`src/rtl/mem_requester.sv`:
```
// Single-outstanding memory requester: valid/ready handshake with release phase.
// Optional wait-state timeout is compiled in when MEM_REQ_TIMEOUT_EN is defined.
`timescale 1ns/1ps

module mem_requester #(
  parameter int unsigned ADDR_BITS      = 8,
  parameter int unsigned DATA_BITS      = 16,
  parameter int unsigned TIMEOUT_CYCLES = 15
) (
  input  logic                 clk,
  input  logic                 reset,
  input  logic                 req_valid,
  input  logic                 req_write,
  input  logic [ADDR_BITS-1:0] req_addr,
  input  logic [DATA_BITS-1:0] req_wdata,
  output logic                 req_ready,
  output logic                 resp_valid,
  output logic [DATA_BITS-1:0] resp_rdata,
  output logic                 resp_error,
  output logic                 mem_read_valid,
  output logic [ADDR_BITS-1:0] mem_read_address,
  input  logic                 mem_read_ready,
  input  logic [DATA_BITS-1:0] mem_read_data,
  output logic                 mem_write_valid,
  output logic [ADDR_BITS-1:0] mem_write_address,
  output logic [DATA_BITS-1:0] mem_write_data,
  input  logic                 mem_write_ready
);

  typedef enum logic [2:0] {
    IDLE,
    READ_WAIT,
    WRITE_WAIT,
    RELEASE,
    DONE
  } state_t;

  state_t state;
  logic   write_q;

  if (TIMEOUT_CYCLES == 0) begin : g_bad_timeout
    $error("TIMEOUT_CYCLES must be at least 1");
  end

`ifdef MEM_REQ_TIMEOUT_EN
  localparam int unsigned TW = $clog2(TIMEOUT_CYCLES + 1);
  localparam logic [TW-1:0] TLIM = TW'(TIMEOUT_CYCLES - 1);

  logic [TW-1:0] tcnt;
  logic          err_q;
`else
  assign resp_error = 1'b0;
`endif

  // Release waits on the ready of whichever channel was used.
  logic rel_ready;
  always_comb begin
    rel_ready = write_q ? mem_write_ready : mem_read_ready;
  end

  always_ff @(posedge clk) begin
    if (reset) begin
      state             <= IDLE;
      write_q           <= 1'b0;
      req_ready         <= 1'b1;
      resp_valid        <= 1'b0;
      resp_rdata        <= '0;
      mem_read_valid    <= 1'b0;
      mem_read_address  <= '0;
      mem_write_valid   <= 1'b0;
      mem_write_address <= '0;
      mem_write_data    <= '0;
`ifdef MEM_REQ_TIMEOUT_EN
      resp_error        <= 1'b0;
      tcnt              <= '0;
      err_q             <= 1'b0;
`endif
    end else begin
      case (state)
        IDLE: begin
          resp_valid <= 1'b0;
          if (req_valid) begin
            write_q   <= req_write;
            req_ready <= 1'b0;
`ifdef MEM_REQ_TIMEOUT_EN
            tcnt      <= '0;
            err_q     <= 1'b0;
`endif
            if (req_write) begin
              mem_write_valid   <= 1'b1;
              mem_write_address <= req_addr;
              mem_write_data    <= req_wdata;
              state             <= WRITE_WAIT;
            end else begin
              mem_read_valid   <= 1'b1;
              mem_read_address <= req_addr;
              state            <= READ_WAIT;
            end
          end
        end

        READ_WAIT: begin
          if (mem_read_ready) begin
            resp_rdata     <= mem_read_data;
            mem_read_valid <= 1'b0;
            state          <= RELEASE;
          end
`ifdef MEM_REQ_TIMEOUT_EN
          else if (tcnt == TLIM) begin
            resp_rdata     <= '0;
            mem_read_valid <= 1'b0;
            err_q          <= 1'b1;
            state          <= RELEASE;
          end else begin
            tcnt <= tcnt + 1'b1;
          end
`endif
        end

        WRITE_WAIT: begin
          if (mem_write_ready) begin
            mem_write_valid <= 1'b0;
            state           <= RELEASE;
          end
`ifdef MEM_REQ_TIMEOUT_EN
          else if (tcnt == TLIM) begin
            resp_rdata      <= '0;
            mem_write_valid <= 1'b0;
            err_q           <= 1'b1;
            state           <= RELEASE;
          end else begin
            tcnt <= tcnt + 1'b1;
          end
`endif
        end

        RELEASE: begin
          if (!rel_ready) begin
            resp_valid <= 1'b1;
`ifdef MEM_REQ_TIMEOUT_EN
            resp_error <= err_q;
`endif
            state      <= DONE;
          end
        end

        DONE: begin
          resp_valid <= 1'b0;
`ifdef MEM_REQ_TIMEOUT_EN
          resp_error <= 1'b0;
`endif
          req_ready  <= 1'b1;
          state      <= IDLE;
        end

        default: begin
          state           <= IDLE;
          req_ready       <= 1'b1;
          resp_valid      <= 1'b0;
          mem_read_valid  <= 1'b0;
          mem_write_valid <= 1'b0;
        end
      endcase
    end
  end

endmodule

```
`config.mk`:
```
export PLATFORM = sky130hd
export DESIGN_NAME = mem_requester
export DESIGN_NICKNAME = d
export VERILOG_FILES = /design/src/rtl/mem_requester.sv
export SDC_FILE = /design/constraint.sdc
export NUM_CORES = 1
export LEC_CHECK = 0
export BUFFER_PORTS_ARGS = -buffer_cell sky130_fd_sc_hd__buf_2
export CELL_PAD_IN_SITES_DETAIL_PLACEMENT = 0
export CELL_PAD_IN_SITES_GLOBAL_PLACEMENT = 1
export CORE_UTILIZATION = 34
export DETAILED_ROUTE_END_ITERATION = 12
export PLACE_DENSITY_LB_ADDON = 0.1
export REMOVE_ABC_BUFFERS = 1
export SETUP_SLACK_MARGIN = 0.2
export SLEW_MARGIN = 20
export SYNTH_ARGS = -nofsm -noshare
export SYNTH_HDL_FRONTEND = slang
export SYNTH_SLANG_ARGS = --single-unit
```
`constraint.sdc`:
```
create_clock -name clk -period 4.3 [get_ports clk]
set_input_delay 0.645 -clock clk [delete_from_list [all_inputs] [get_ports clk]]
set_output_delay 0.645 -clock clk [all_outputs]
set_load 0.005 [all_outputs]
```
Yosys cells after proc, flatten, opt, wreduce, memory -nomap -nowiden:

Index checks and enable logic that the tools add are counted.
Widths: inputs -> output; s select.

* word-level logic and storage cells: 58
* output and inout port bits: 53
* flip-flop bits (word level): 56
* input bits: 46

* reduce and logical (&&, ||, !) cells: 14
* muxes and demuxes: 19
* bitwise operators: 5
* equality and inequality tests: 10

Operator list (count)
* $mux 3: 4
* $ne 2x2->1 const B: 6
* $pmux 3 s4: 1
* $reduce_and 4->1: 3
* $mux 1: 9
* $reduce_or 3->1: 3
* $reduce_and 2->1: 4
* $eq 3x2->1 const B: 2
* $pmux 1 s3: 2
* $reduce_and 3->1: 2
* $not 1->1: 5
* $pmux 1 s2: 2
* $eq 3x1->1 const B: 1
* $eq 3x3->1 const B: 1
* $logic_not 3->1: 1
* $mux 2: 1
* $reduce_or 2->1: 1

Longest topological paths before layout:

Gate-level depths: netlist of run 1.

* depth after elaboration: 4
* depth in mapped cells: 7

Worst setup path after synthesis of run 1:

OpenSTA, ideal clock, no wires.

* path type: input to register
* from: input req_valid
* to: register mem_write_address[4]
* slack: 2.397 ns
* setup time: 0.132 ns
* buffers on the path: 2
* stages: 6
* arrival: 1.770 ns
* path through: or3b_4 -> or3b_1 -> buf_2 -> buf_6 -> nand2_1 -> a21oi_1

* longest elaborated chain between the ends: 1

Ends and longest elaborated chain
* start, declared: line 12 `input logic req_valid,`
* $reduce_and 3->1 (no source line)
* end signal, assigned: line 91 `mem_write_address <= req_addr;`
* end, declared: line 25 `output logic [ADDR_BITS-1:0] mem_write_address,`

Every way passes these cells.
A chain may end at the register's enable or synchronous reset.

Final worst setup path of run 1:

* from: input req_valid
* to: register mem_write_data[6]

* longest elaborated chain between the ends: 1

Ends and longest elaborated chain
* $reduce_and 3->1 (no source line)
* end signal, assigned: line 92 `mem_write_data <= req_wdata;`
* end, declared: line 26 `output logic [DATA_BITS-1:0] mem_write_data,`

Every way passes these cells.

==> flow_summary.toml, run 1 <==
[status]
status = "completed"

[drt]
ant_nets = 0
wire_per_inst_um = 11.8
drt-initial-drc-count = 59
routed_wl_um = 4840
routed_via_density = 4.56
via_count = 1866
drc = 0
drt-pass1-iter-count = 4

[timing]
whs_ns = 0.450
fin_crit_sh = 0.478
fin_worst_skew_ns = 0.00505
tns_ns = 0
min_period_ns = 2.06
slew_viol_final = 0
tightest_slew_ns = 1.03
rsz0062_at_grt = "no"
final-setup-viol-count = 0
finalHoldViolations = 0
fmax_ghz = 0.486
slew-limit-headroom = 0.311

[floorplanning]
rows = 28
num_io_pins = 99
fp.coreArea_um2 = 5890
die_w_um = 79.9
dieHeight_um = 79.9
die_area_um2 = 6390
start_util = 0.351

[synthesis]
ys_ff_latch = 56
synth.top_cell.area_share = 0.543
synthMostInstantiatedCell = "nand2_1"
ys.flop_type = "dfxtp_1"
synthCells = 248
synth.distinct_cells = 28
syn_area_um2 = 2060
ys_top_cells_by_count = "nand2_1, dfxtp_1, a21oi_1, nor2_1, clkbuf_1"
yosys.area.top_type = "dfxtp_1"
async_flop_share = 0
syn_area_per_cell_um2 = 8.32
yosysWarnings = 0
yosysSeqAreaShare = 0.543
synth-edff-count = 0
synth_area_leaders = "dfxtp_1, nand2_1, a21oi_1"

[global_routing]
grt_use_total = 0.159
grt_max_degree = 56
grt_pass1_wl_um = 7910
antenna_found_initial = 0
grt_pass1_vias = 1716
grt-ovfl-total = 0

[power_and_ir_drop]
peakVddDrop_mv = 0.145
p_leak_nw = 1.23
power_density_nw_per_um2 = 384

[run]
maxCapViolCount = 0

[placed_design]
port_buffers = 97
dp_hpwl_um = 3200
routabilityCongestion = 0.732

[setup_path]
crit_type = "input pin to flip-flop"
cpLargestDelayFamily = "simple AND/OR/NAND/NOR gates"
arrival_ns = 2.20
cp-end-kind = "flip-flop"
cp_slowest_cell = "or3b_1"
worst-path-buf-inv = 1
path_cells = "buf_2 -> or3b_4 -> or3b_1 -> nand2_1 -> a21oi_1"
cp_max_fo = 26
max_stage_delay_ns = 0.75
worstPathRequired_ns = 4.44
start_kind = "input pin"

[cells_and_area]
syn2layout_area_growth_pct = 27.7
final_nets = 379
drive_gt1_frac = 0.320
fill_cells = 641
n_antenna_cell = 0

[clock_network]
htree_levels = 2
numCtsBuffers = 5
cts_resized = 0
clockRootBuffer = "clkbuf_8"
postCtsHoldBufs = 0
clock_path_buffers = 2
path_clk_slew_ns = 0.09
cts_tree = "done"
clock_latency_ns = 0.30
cts.sinks = 56
post-cts-setup-buffers = 0

[hold_path]
hp-class = "flip-flop to flip-flop"
metal layers:
metal,share of wire,vias to the layer above,GRT usage
met4,0.012,0,0.0482
met3,0.087,5,0.0606
met2,0.44,64,0.271
met5,0,-,0
li1,-,975,-
met1,0.46,822,0.184
cell families after synthesis:
family,Yosys count,share of synthesized area
mux,9,0.0436
buf+inv,21,0.0539
flops,56,0.543
simple gates,107,0.216
compound gates,54,0.142
other cells,1,0.00182
cell usage in the layout (no fill, tap or decap), types with 2 or more instances in the layout:
cell,count
inv_1,2
o21ai_1,2
nand2_1,82
clkbuf_1,2
clkbuf_8,6
a21oi_1,45
nor2_1,12
mux2i_1,9
nor3_1,2
nand3_1,2
a21oi_2,2
dfxtp_1,56
a2111oi_0,2
buf_2,97
layout make-up:
cell class,count,area [µm²],area share
clock buffers,8,90.1,0.0342
inverters,2,7.51,0.00285
multi-input cells,171,838,0.318
flip-flops and latches,56,1120,0.425
well taps,75,93.8,0.0356
repair buffers,97,485,0.184
stage by stage:
step,total power (W),instances,worst slack (ns),instance area (µm²),utilization
detailed placement,0.000741,401,1.89,2550,0.433
global route,0.00108,409,1.97,2640,0.448
floorplan,0.000660,229,2.20,1960,-
global placement,0.000740,401,1.91,2550,0.433
finish,0.00101,409,2.24,2640,0.448
CTS,0.00103,409,2.21,2640,0.448
path summary, 6_finish.rpt:
path	start	end	slack [ns]	cells past startpoint
worst min-delay path	req_ready	req_ready	0.45	2
worst max register to register	state[0]	mem_write_data[6]	2.26	4
worst max-delay path	req_valid	mem_write_data[6]	2.24	5
worst min register to register	req_ready	req_ready	0.45	2
sequential cells by signal (all words and copies together) (netlist names):
name and cells:
mem_write_data 16, resp_rdata 16, mem_read_address 8, mem_write_address 8, state 3, mem_read_valid 1
mem_write_valid 1, req_ready 1, resp_valid 1, write_q 1
worst reg2reg max path: stages (launching register included):
cell     delay (ns)
dfxtp_1        0.39
or3b_4         0.46
or3b_1         0.75
nand2_1        0.21
a21oi_1        0.08
report_power, final:
group          total [W]  switching (W)  internal, W
sequential      0.000572      0.0000208     0.000552
combinational   0.000153      0.0000842    0.0000689
clock           0.000286       0.000154     0.000132
Power figures use the tool's default switching activity.
==> run 2, diff against run 1 <==
--- a/config.mk
+++ b/config.mk
@@ -8,7 +8,7 @@
 export BUFFER_PORTS_ARGS = -buffer_cell sky130_fd_sc_hd__buf_2
 export CELL_PAD_IN_SITES_DETAIL_PLACEMENT = 0
 export CELL_PAD_IN_SITES_GLOBAL_PLACEMENT = 1
-export CORE_UTILIZATION = 34
+export CORE_UTILIZATION = 32
 export DETAILED_ROUTE_END_ITERATION = 12
 export PLACE_DENSITY_LB_ADDON = 0.1
 export REMOVE_ABC_BUFFERS = 1
==> constraint.sdc (replaced) <==
create_clock -name clk -period 2.1 [get_ports clk]
set_input_delay 0.315 -clock clk [delete_from_list [all_inputs] [get_ports clk]]
set_output_delay 0.315 -clock clk [all_outputs]
set_load 0.005 [all_outputs]
==> run 2 against run 1 <==
Clock power is 130% higher. Largest cell class unchanged. First-iteration DRC count is 42% lower. Critical path depth stayed put. Final cell count is 0.73% higher. Hold slack worse by 0.21 ns. Non-clock buffer count is 5 higher. Total power is 120% higher. Sequential share of layout area is 1.0 points lower. Clock skew hardly changed. Critical endpoint is now mem_write_data[12]. Worst setup slack worse by 1.9 ns. Largest power group unchanged.
==> flow_summary.toml, run 2 (synthesis results as in run 1) <==
[timing]
slew-limit-headroom = 0.559
fmax_ghz = 0.573
slew_viol_final = 0
whs_ns = 0.238
min_period_ns = 1.74
finalHoldViolations = 0
final-setup-viol-count = 0
rsz0062_at_grt = "no"
tightest_slew_ns = 0.662
fin_crit_sh = 0.831
tns_ns = 0
fin_worst_skew_ns = 0.00487

[setup_path]
cp_common_cell = "or3b_4"
cp-end-kind = "flip-flop"
worst-path-buf-inv = 1
crit_type = "flip-flop to flip-flop"
worstPathRequired_ns = 2.27
cpLargestDelayFamily = "simple AND/OR/NAND/NOR gates"
r2r_cells = 5
path_cells = "or3b_4 -> or3b_4 -> buf_12 -> nand2_1 -> a21oi_1"
cp_max_fo = 21
max_stage_delay_ns = 0.46
cp_slowest_cell = "or3b_4"
arrival_ns = 1.91
start_kind = "flip-flop"
critical_path_depth = 5

[power_and_ir_drop]
power_density_nw_per_um2 = 805
peakVddDrop_mv = 0.337
pwr-share-clk = 0.308
internal_power_w = 0.00163
seqPwrFrac = 0.536
p_leak_nw = 1.27
power_switching_w = 0.000546
switching_share = 0.251
pwr-share-comb = 0.156

[floorplanning]
fp.coreArea_um2 = 6060
start_util = 0.341
die_area_um2 = 6780
dieHeight_um = 82.3
die_w_um = 82.3
rows = 28
num_io_pins = 99

[hold_path]
hp-class = "input pin to flip-flop"
hold_depth = 3

[clock_network]
clock_latency_ns = 0.30
cts_tree = "done"
clock_path_buffers = 2
cts.sinks = 56
post-cts-setup-buffers = 0
htree_levels = 2
numCtsBuffers = 5
path_clk_slew_ns = 0.09
clockRootBuffer = "clkbuf_8"

[global_routing]
grt-ovfl-total = 0
antenna_found_initial = 0
grt_max_degree = 34
grt_use_total = 0.145
grt_pass1_wl_um = 7380
grt_pass1_vias = 1553

[run]
maxCapViolCount = 0

[placed_design]
dp_hpwl_um = 3460
port_buffers = 97
routabilityCongestion = 0.711

[drt]
drc = 0
ant_nets = 0
routed_wl_um = 4960
drt-initial-drc-count = 34
routed_via_density = 4.60
via_count = 1897
drt-pass1-iter-count = 4
wire_per_inst_um = 12.0

[cells_and_area]
syn2layout_area_growth_pct = 30.9
final_nets = 384
n_antenna_cell = 0
layout_commonest_cell = "buf_2"
final_cell_mix = "buf_2, nand2_1, dfxtp_1"
reg.largest.list = "mem_write_data x16, resp_rdata x16"
drive_gt1_frac = 0.338

[status]
status = "completed"
run 2: cell types whose count changed in the layout (fill, tap and decap cells not counted), sizes merged:
cell and delta:
buf +5, clkbuf -3, bufinv +1
run 2: layout make-up:
class                   instances  area, µm²
fillers                       655       3360
flip-flops and latches         56       1120
clock buffers                   5       68.8
repair buffers                102        536
inverters                       2       7.51
clock inverters                 1       30.0
multi-input cells             171        846
well taps                      75       93.8
run 2: path summary, 6_finish.rpt:
check / startpoint / endpoint / slack, ns
setup / recovery: state[0] / mem_write_data[12] / 0.36
hold reg to reg: req_ready / req_ready / 0.45
hold / removal: mem_read_data[8] / resp_rdata[8] / 0.24
setup reg to reg: state[0] / mem_write_data[12] / 0.36
run 2: through the flow:
stage | power (W) | cells | instance area (µm²) | utilization | setup slack [ns]
after floorplan | 0.00135 | 229 | 1960 | - | 0.260
after global placement | 0.00153 | 406 | 2600 | 0.428 | 0.287
after detailed placement | 0.00154 | 406 | 2600 | 0.428 | 0.257
after CTS | 0.00221 | 412 | 2700 | 0.445 | 0.250
after global routing | 0.00230 | 412 | 2700 | 0.446 | 0.290
final | 0.00218 | 412 | 2700 | 0.446 | 0.355
run 2: what timing repair did:
item,in CTS,in global routing
hold buffers,0,0
endpoints found under the setup margin,0,8
gates resized for setup,0,2
run 2: layer usage:
layer / track usage / up-vias / routed length [µm]
met4: 0.0526 / 0 / 59
met1: 0.185 / 836 / 2250
li1: - / 985 / -
met2: 0.221 / 69 / 2170
met3: 0.0549 / 7 / 477
met5: 0 / - / 0
run 2: power groups by stage:
stage	clock network (W)	registers [W]	logic, W
detailed placement	0	0.00119	0.000343
finish	0.000669	0.00117	0.000340
floorplan	0	0.00120	0.000152
global placement	0	0.00119	0.000341
CTS	0.000701	0.00117	0.000344
global route	0.000739	0.00118	0.000385
run 2: worst reg2reg max path: cells and delay by family (launching register included):
kind | cells | cell delay [ns]
compound gates | 1 | 0.05
buf+inv | 1 | 0.18
flops | 1 | 0.40
simple gates | 3 | 0.98
==> run 3, diff against run 2 <==
==> constraint.sdc (replaced) <==
create_clock -name clk -period 1.65 [get_ports clk]
set_input_delay 0.2475 -clock clk [delete_from_list [all_inputs] [get_ports clk]]
set_output_delay 0.2475 -clock clk [all_outputs]
set_load 0.005 [all_outputs]
==> run 3 against run 2 <==
Clock skew increased by 0.0016 ns. Largest cell class unchanged. Final cell count increased by 3.4%. Worst setup slack got worse by 0.29 ns. First-iteration DRC count increased by 53%.
==> flow_summary.toml, run 3 (synthesis results as in run 1) <==
[timing]
slew_viol_final = 0
min_period_ns = 1.58
fin_crit_sh = 0.959
fin_worst_skew_ns = 0.00646
final-setup-viol-count = 0
whs_ns = 0.176
fmax_ghz = 0.632
rsz0062_at_grt = "yes"
finalHoldViolations = 0

[setup_path]
path_cells = "or3b_4 -> buf_6 -> nor3b_4 -> buf_6 -> clkbuf_16 -> nand2_1 -> a21oi_1"
cpLargestDelayFamily = "simple AND/OR/NAND/NOR gates"
cp_slowest_cell = "or3b_4"
worst-path-buf-inv = 3
cp_common_cell = "buf_6"
max_stage_delay_ns = 0.41
start_kind = "flip-flop"
cp_max_fo = 9
arrival_ns = 1.81
worstPathRequired_ns = 1.88
cp-end-kind = "flip-flop"
crit_type = "flip-flop to flip-flop"

[cells_and_area]
final_cell_mix = "buf_2, nand2_1, dfxtp_1"
reg.largest.list = "mem_write_data x16, resp_rdata x16"
n_antenna_cell = 0
final_nets = 397
drive_gt1_frac = 0.405
stdcell_count = 426
layout_commonest_cell = "buf_2"
seqCellArea_um2 = 1120
syn2layout_area_growth_pct = 40.1
fill_cells = 641
multi_input_area_um2 = 891

[clock_network]
htree_levels = 2
cts.sinks = 56
clock_path_buffers = 2
numCtsBuffers = 5
clock_latency_ns = 0.30
path_clk_slew_ns = 0.10
clockRootBuffer = "clkbuf_8"
cts_tree = "done"

[global_routing]
grt_pass1_wl_um = 7960
antenna_found_initial = 0
grt_use_total = 0.154
grt_max_degree = 24
grt-ovfl-total = 0
grt_pass1_vias = 1741

[drt]
routed_via_density = 4.59
ant_nets = 0
routed_wl_um = 5180
wire_per_inst_um = 12.2
drc = 0
via_count = 1955
drt-initial-drc-count = 52
drt-pass1-iter-count = 4

[power_and_ir_drop]
power_density_nw_per_um2 = 967
internal_power_w = 0.00207
finalPower_w = 0.00280
pwr-share-comb = 0.188
switching_share = 0.258
peakVddDrop_mv = 0.380
pwr-share-clk = 0.283
p_leak_nw = 1.35
power_switching_w = 0.000722
seqPwrFrac = 0.529

[hold_path]
hp-class = "input pin to flip-flop"

[floorplanning]
dieHeight_um = 82.3
start_util = 0.341
fp.coreArea_um2 = 6060
die_w_um = 82.3
rows = 28
num_io_pins = 99
die_area_um2 = 6780

[placed_design]
routabilityCongestion = 0.694
dpl.cell_count = 417
port_buffers = 97
dp_hpwl_um = 3680

[run]
maxCapViolCount = 0

[status]
status = "completed"
[run 3: cell count changes in the layout (fill, tap and decap cells not counted), sizes merged]
cell / previous run / this run
clkbuf: 5 / 8
bufinv: 1 / 0
buf: 102 / 114
[run 3: metal layers]
metal,vias to the layer above,global-route usage,wire (µm)
met1,878,0.191,2430
li1,1009,-,-
met4,0,0.0421,34
met3,4,0.0527,398
met2,64,0.253,2320
met5,-,0,0
[run 3: through the flow]
stage,TNS (ns),setup WS [ns],util,area [µm²]
global placement,0,0.0603,0.444,2690
floorplan,-4.57,-0.190,-,1960
detailed placement,0,0.0399,0.444,2690
global route,0,0.00554,0.477,2890
finish,0,0.0682,0.477,2890
CTS,0,0.0676,0.461,2790
[run 3: worst paths after layout]
path                 startpoint                  to  slack [ns]  depth (start not counted)
hold / removal    req_wdata[14]  mem_write_data[14]        0.18                          3
setup / recovery       state[0]   mem_write_data[5]        0.07                          7
hold reg to reg       req_ready           req_ready        0.45                          2
setup reg to reg       state[0]   mem_write_data[5]        0.07                          7
[run 3: worst min-delay path, delay by kind of cell]
kind,cells,cell delay (ns)
buffers and inverters,1,0.10
AOI/OAI and AO/OA,1,0.05
and+or+nand+nor,1,0.04
[run 3: timing repair]
action	CTS	global route
gates resized for setup	2	20
hold buffers	0	0
setup endpoints to repair	34	40
buffers inserted	0	1
hold endpoints to repair	0	0
cloned	0	1
pin swaps	0	6
[run 3: power groups by stage]
| stage | combinational [W] | sequential, W | clock [W] |
|---|---|---|---|
| 6_report | 0.000525 | 0.00148 | 0.000793 |
| 2_1_floorplan | 0.000193 | 0.00153 | 0 |
| 3_5_place_dp | 0.000486 | 0.00151 | 0 |
| 4_1_cts | 0.000492 | 0.00148 | 0.000828 |
| 5_1_grt | 0.000587 | 0.00149 | 0.000882 |
| 3_3_place_gp | 0.000486 | 0.00151 | 0 |
[run 3: cell type report]
type | instances | share of cell area
repair buffers | 115 | 0.236
flip-flops and latches | 56 | 0.388
well taps | 75 | 0.0324
multi-input cells | 171 | 0.308
inverters | 2 | 0.00260
clock buffers | 7 | 0.0333
